<file path="src/rtl/wash_phase_timer.sv">
// Phase-duration countdown timer for the washer controller: loads a duration on each phase
// change and pulses `timer` once on expiry. Define WASH_PHASE_TIMER_PRESCALE_EN for a clock prescaler.
module wash_phase_timer #(
  parameter int unsigned SOAK_DUR  = 8,
  parameter int unsigned WASH_DUR  = 12,
  parameter int unsigned RINSE_DUR = 6,
  parameter int unsigned SPIN_DUR  = 10,
  parameter int unsigned PRESCALE  = 4
) (
  input  logic       clock,
  input  logic       reset,
  input  logic [2:0] state,
  output logic       timer,
  output logic [7:0] remaining,
  output logic       busy
);

  typedef enum logic [2:0] {
    PhIdle   = 3'd0,
    PhSoak   = 3'd1,
    PhWash1  = 3'd2,
    PhRinse2 = 3'd3,
    PhWash2  = 3'd4,
    PhRinse1 = 3'd5,
    PhSpin   = 3'd6,
    PhStop   = 3'd7
  } phase_e;

  if (SOAK_DUR < 1 || SOAK_DUR > 255 || WASH_DUR < 1 || WASH_DUR > 255 ||
      RINSE_DUR < 1 || RINSE_DUR > 255 || SPIN_DUR < 1 || SPIN_DUR > 255 ||
      PRESCALE < 2 || PRESCALE > 255) begin : g_bad_param
    $error("wash_phase_timer: parameter out of range");
  end

  function automatic logic [7:0] phase_dur(input phase_e p);
    case (p)
      PhSoak:            phase_dur = 8'(SOAK_DUR);
      PhWash1, PhWash2:  phase_dur = 8'(WASH_DUR);
      PhRinse1, PhRinse2: phase_dur = 8'(RINSE_DUR);
      PhSpin:            phase_dur = 8'(SPIN_DUR);
      default:           phase_dur = 8'd0;
    endcase
  endfunction

  phase_e     phase;
  phase_e     last_state_q;
  logic [7:0] cnt_q, cnt_d;
  logic       timer_q, timer_d;
  logic       phase_change;
  logic       tick;

  assign phase        = phase_e'(state);
  assign phase_change = (phase != last_state_q);

`ifdef WASH_PHASE_TIMER_PRESCALE_EN
  logic [7:0] presc_q, presc_d;

  assign tick = (presc_q == 8'(PRESCALE - 1));

  always_comb begin
    presc_d = presc_q;
    if (phase_change) begin
      presc_d = 8'd0;
    end else if (phase != PhStop) begin
      presc_d = tick ? 8'd0 : presc_q + 8'd1;
    end
  end

  always_ff @(posedge clock) begin
    if (reset) begin
      presc_q <= 8'd0;
    end else begin
      presc_q <= presc_d;
    end
  end
`else
  assign tick = 1'b1;
`endif

  always_comb begin
    cnt_d   = cnt_q;
    timer_d = 1'b0;
    if (phase_change) begin
      // A phase change always beats a coinciding expiry: reload, no pulse.
      case (phase)
        PhIdle:  cnt_d = 8'd0;
        PhStop:  cnt_d = cnt_q;
        PhSpin:  if (last_state_q != PhStop) cnt_d = phase_dur(phase);
        default: cnt_d = phase_dur(phase);
      endcase
    end else if (phase == PhIdle) begin
      cnt_d = 8'd0;
    end else if (phase != PhStop && cnt_q != 8'd0 && tick) begin
      cnt_d   = cnt_q - 8'd1;
      timer_d = (cnt_q == 8'd1);
    end
  end

  always_ff @(posedge clock) begin
    if (reset) begin
      last_state_q <= PhIdle;
      cnt_q        <= 8'd0;
      timer_q      <= 1'b0;
    end else begin
      last_state_q <= phase;
      cnt_q        <= cnt_d;
      timer_q      <= timer_d;
    end
  end

  assign timer     = timer_q;
  assign remaining = cnt_q;
  assign busy      = (cnt_q != 8'd0) && (phase != PhIdle) && (phase != PhStop);

endmodule

</file>
<file path="config.mk">
export PLATFORM = sky130hd
export DESIGN_NAME = wash_phase_timer
export DESIGN_NICKNAME = d
export VERILOG_FILES = /design/src/rtl/wash_phase_timer.sv
export SDC_FILE = /design/constraint.sdc
export NUM_CORES = 1
export LEC_CHECK = 0
export ABC_AREA = 1
export CORE_MARGIN = 4
export CORE_UTILIZATION = 54
export CTS_CLUSTER_SIZE = 28
export DETAILED_ROUTE_END_ITERATION = 7
export DONT_BUFFER_PORTS = 1
export GPL_ROUTABILITY_DRIVEN = 0
export GPL_TIMING_DRIVEN = 0
export PLACE_DENSITY = 0.74
export SYNTH_ARGS = -nofsm -noshare
export SYNTH_HDL_FRONTEND = slang
export SYNTH_SLANG_ARGS = --single-unit
</file>
<file path="constraint.sdc">
create_clock -name clock -period 1.42 [get_ports clock]
set_clock_uncertainty 0.15 [all_clocks]
set_input_delay 0 -clock clock [delete_from_list [all_inputs] [get_ports clock]]
set_output_delay 0 -clock clock [all_outputs]
set_load 0.02 [all_outputs]
</file>
# [Word level (Yosys, flattened, before mapping)]
# Index checks and enable logic that the tools add are counted.
# Widths: inputs -> output; s select.
[op_classes] n_reduce_logical=11 magnitude_cmp=0 n_eq_ne=13 muxes=6 div_mod_pow=0 addsub=1 shift=0 n_mul=0 n_bitwise=1
[ops] operator="$mux 8" count=4
[ops] operator="$pmux 8 s3" count=1
[ops] operator="$eq 3x3->1 const B" count=4
[ops] operator="$pmux 4 s3" count=1
[ops] operator="$ne 3x3->1 const B" count=3
[ops] operator="$eq 8x1->1 const B" count=1
[ops] operator="$reduce_bool 8->1" count=1
[ops] operator="$sub 8x1->8 const B" count=1
[ops] operator="$eq 3x2->1 const B" count=2
[ops] operator="$reduce_bool 3->1" count=2
[ops] operator="$reduce_or 2->1" count=2
[ops] operator="$reduce_or 4->1" count=1
[ops] operator="$eq 3x1->1 const B" count=1
[ops] operator="$logic_and 1x1->1" count=3
[ops] operator="$logic_not 3->1" count=1
[ops] operator="$ne 3x3->1" count=1
[ops] operator="$reduce_and 3->1" count=1
[ops] operator="$ne 2x2->1 const B" count=1
[ops] operator="$not 1->1" count=1
[word_totals] romBits=0 reg_bits=12 mem_bits_rw=0 latchBits=0 elab_cells=35 n_memories=0

# [Logic depth before layout (Yosys ltp)]
[logic_depth] ltp_word=5 depth_mapped=10 mapped_depth_nobuf=10

# [Worst setup path before layout]
# No wires, ideal clock.
[synth_path] kind="register -> register" from="register cnt_q[0], in the netlist remaining[0]" to="register cnt_q[3], in the netlist remaining[3]" synth_period_minus_slack_ps=1644 setup_time_ps=112 path_stages_with_launch=11 arrival_ps=1383 setup_slack_ps=-224 path_cell_list="dfxtp_1 -> inv_1 -> ha_1 -> nand2_1 -> nor2_1 -> nor2_4 -> nand2_4 -> nand2_4 -> inv_2 -> nor2_1 -> nor2_1"
[synth_via] elab_chain_len=4 word_cells_on_any_way=8
[synth_rtl] item="start, declared" line="47" text="logic [7:0] cnt_q, cnt_d;"
[synth_rtl] item="start signal, assigned" line="106" text="cnt_q <= cnt_d;"
[synth_rtl] item="$sub 8x1->8 or $reduce_bool 8->1 (tied branches)" line="94, 93"
[synth_rtl] item="$mux 8 or $logic_and 1x1->1 (tied branches)" line="93" text="end else if (phase != PhStop && cnt_q != 8'd0 && tick) begin"
[synth_rtl] item="$mux 8 or $reduce_bool 3->1 (tied branches)"
[synth_rtl] item="$mux 8 or $reduce_and 3->1 (tied branches)"
# Several ways; a longest one is shown, not always the timed one. The select of a mux whose other input is x is not followed.
# A chain may end at the register's enable or synchronous reset.

# [Final worst setup path]
[layout_path] from="register last_state_q[1]" to="register cnt_q[3], in the netlist remaining[3]"
[layout_via] elab_chain_len=3 word_cells_on_any_way=7
[layout_rtl] item="start, declared" line="46" text="phase_e last_state_q;"
[layout_rtl] item="start signal, assigned" line="101" text="last_state_q <= PhIdle;"
[layout_rtl] item="start signal, assigned" line="105" text="last_state_q <= phase;"
[layout_rtl] item="$ne 3x3->1, on equally long branches" line="53, 88"
[layout_rtl] item="$ne 3x3->1 (no line), or another cell as far along"
[layout_rtl] item="$reduce_and 3->1 (no line)"
# Several ways; a longest one is shown, not always the timed one.

==> summary by stage <==
Routing
After detailed routing, the total wire length is 2232 um. The first-iteration detailed-routing DRC count is 28. Detailed routing inserted a total of 896 vias.

The detail route stage leaves a number of antenna-violating nets equal to 0. Dividing the detail-routed wire length by the instance count gives 13.86 um. The detailed-router iteration count before antenna repair is 4. The count of unresolved DRC violations after routing is 0. The routed via count divided by cell count is 5.565.

Worst setup path
STA puts the critical path data required time at 1460 ps. The kind of end point of the critical path is a register. The worst register-to-register path has a depth of 7. For the worst setup path, the data arrival time is 1590 ps. The worst setup path is launched from a register. The type of the setup path with the least slack is register to register. In this run the critical register-to-register path is captured at remaining[3]. Of all nets on the critical path, the largest fanout is 5. The worst register-to-register path begins at last_state_q[1]. The register-to-register setup slack is -130 ps.

Cells and area
Registers take 256.5 um^2. The layout cell share with drive strength beyond 1 is 31.51%. The finished layout holds approximately 160 standard cells, fillers aside. Summing all multi-input logic gate instances after layout gives 628.1 um^2. The area growth from synthesis to layout is 31.03%. The finished layout cell area is between 0.001 and 0.0015 mm^2.

Cells fill 79.10% of the core in the end. After filler insertion, the fill cell instance count of the layout stands at 97. At the end of the flow, the number of nets in the layout was 156. The number of antenna repair diodes is 0.

Worst hold path
The path class of the tightest hold or removal check is input port to register. The worst hold path stage count is 5. For hold timing, the worst endpoint is remaining[0]. The critical hold path startpoint is state[1].

Outcome
The checks that failed: negative setup slack. The run finished, with violations left.

Placed design
The detailed placer's ending HPWL is 1476 um. The count of buffers added on input and output ports is 0. Timing analysis after detailed placement gives a worst setup slack of -176.0 ps. The placed standard-cell area is 890.9 um^2. After detailed placement, the design holds a cell count of 146.

GRT
The number of global-route vias before repair is 882. The global-route total usage across every layer is between 20% and 30%. The initial antenna violation count is 0. Summed over all layers, the global routing overflow is 0. The first global-routing pass estimated ~3600 um of wire.

The largest net degree at the start of global routing is 10.

CTS
The clock net sink count is 12. The number of buffers created by CTS is 3. TritonCTS built the clock tree. The clock transition at the registers of the reported paths is 70 ps. The longest clock path from root to sink contains 2 buffers. The clock reaches the later pin of the worst-skew pair after ~260 ps.

The cell at the root of the clock tree is clkbuf_4. The number of H-tree levels is 1.

Synth
In the synthesized netlist the async set-or-reset flop fraction comes to 0%. After synthesis, the mean cell area works out to between 6 and 7 um^2. Yosys printed 0 warnings. The post-synthesis sequential element count is 12. The synthesized netlist devotes between 4 and 5% of its cell area to adder and majority cells. The most instantiated library cell after synthesis is nand2_1. For this run, the register share of the synthesized area comes to 28.79%. The commonest cells after synthesis are nand2_1 (31), nor2_1 (22), nand3_1 (17). The number of instances in the synthesized netlist is 131.

The total nets after synthesis is 139. The number of distinct standard cells referenced by the synthesized netlist is 20. In the post-synthesis netlist, the biggest area contributors are dfxtp_1 (29%), nand2_1 (14%), nand3_1 (10%). The biggest area contributor in the post-synthesis netlist is dfxtp_1. The share of synthesized area in the top cell type comes to 28.79%.

After synthesis, the share of cell area in mux cells is 0%. In this run the cell area of the synthesized design comes to 834.6 um^2. The most used flip-flop cell after synthesis is dfxtp_1.

The synthesized netlist devotes between 8 and 9% of its cell area to compound gates. The share of synthesized cell area in and, or, nand and nor gates is 48.13%. The largest family of logic cells by synthesized area is simple AND/OR/NAND/NOR gates. The synthesized design contains 0 enable-type register cells. The synthesized-area fraction occupied by xor and xnor cells is approximately 3.1%.

Timing
For the pin with the worst max-slew slack, the measured transition is approximately 320 ps. Setup violations remaining at the end of the flow were counted as 9. The shortest period the worst path allows is ~1500 ps. The number of hold-slack violations in the final timing report is 0.

The portion of the clock cycle consumed by the worst path in the final layout is 109.1%. The minimum setup slack in the final design is -129.8 ps. Derived from the worst setup path, the maximum achievable clock frequency is 0.6453 GHz.

Setup repair after global routing could not meet its margin everywhere. In this run the tightest slew margin relative to its limit is 78.52%. The count of final max-slew check failures is 0.

The tightest hold path in the finished design has a slack of 35.40 ps.

Power
The worst-case IR drop observed on VDD is a little under 0.7 mV. Dividing total power by cell area gives a power density of 929.6 mW/mm^2. The analysis attributes to cell leakage a power of 0.4849 nW.

Job
Across the run, the number of max-cap violations was 0.

Die
The die covers between 0.002 and 0.0025 mm^2. The chip width is 47.31 um. The core outline area is approximately 0.0014 mm^2. The height of the die is 47.31 um. In this run the core area contains 13 standard-cell rows. For this design the top-level I/O count stands at 15. The starting density of the core is between 60 and 70%.
## timing repair
action / in CTS / in global routing
cloned: 0 / 1
buffers inserted: 5 / 0
hold buffers: 6 / 0
resized for setup: 8 / 13
endpoints found under the setup margin: 9 / 10
endpoints found under the hold margin: 12 / 0
pin swaps: 7 / 6
## worst max path at each step
stage	depth (start not counted)	start	to	slack, ps
6_report	7	last_state_q[1]	remaining[3]	-130
2_1_floorplan	10	remaining[0]	remaining[3]	-9
3_5_place_dp	9	remaining[5]	remaining[3]	-180
5_1_grt	7	last_state_q[2]	remaining[2]	-240
4_1_cts	10	remaining[0]	remaining[1]	-100
3_3_place_gp	9	remaining[5]	remaining[3]	-170
## layout by cell type (no fill, tap or decap), drive strengths merged
| cell | instances |
|---|---|
| a21oi | 6 |
| buf | 5 |
| clkbuf | 3 |
| dfxtp | 12 |
| dlygate4sd3 | 6 |
| ha | 3 |
| inv | 16 |
| nand2 | 37 |
| nand3 | 18 |
| nand3b | 2 |
| nand4 | 3 |
| nor2 | 23 |
| nor3 | 1 |
| nor4 | 1 |
| o21ai | 7 |
| xnor2 | 2 |
| xor2 | 1 |
## cell families (layout without fill, tap and decap cells)
logic type               count (synthesis)  count (layout)
AND/OR/NAND/NOR                         84              85
AO/OA/AOI/OAI                           13              13
flip-flops                              12              12
adder cells (fa/ha/maj)                  3               3
XOR/XNOR                                 3               3
buffers and inverters                   16              30
## power breakdown
group          switching [W]  total, W  internal (W)
Sequential         0.0000499  0.000410      0.000360
Combinational       0.000245  0.000406      0.000160
Clock               0.000103  0.000201     0.0000977
Total               0.000398   0.00102      0.000618
## critical path, cell delays in order, from the launching register on
cell and delay, ps:
dfxtp_1 380, xnor2_2 140, nand4_1 290, nand2_4 210
nand2_4 90, inv_4 90, nor2_2 40, nor2_1 100
## flip-flops by register name, summed over array words and instances, names as in the netlist
| name | flops |
|---|---|
| last_state_q | 3 |
| remaining | 8 |
| timer | 1 |
## layout make-up
| cell class | instances | share of cell area (%) |
|---|---|---|
| Multi-Input combinational cell | 104 | 57.44 |
| Timing Repair Buffer | 11 | 8.924 |
| Clock buffer | 3 | 2.059 |
| Inverter | 16 | 6.407 |
| Tap cell | 15 | 1.716 |
| Sequential cell | 12 | 23.46 |
## stage by stage
stage               TNS [ps]   power, W
floorplan             -17.14  0.0006641
global placement      -973.8  0.0007165
detailed placement     -1030  0.0007207
CTS                   -631.9  0.0009756
global route           -1699   0.001088
finish                -924.1   0.001017
## routing by layer
layer	GRT usage (%)	share of wire (%)	vias to the layer above
li1	-	-	458
met1	27.21	42	398
met2	35.56	50	34
met3	5.747	5.6	6
met4	13.26	2.5	0
met5	0	0	-
(Power assumes the default switching activity.)
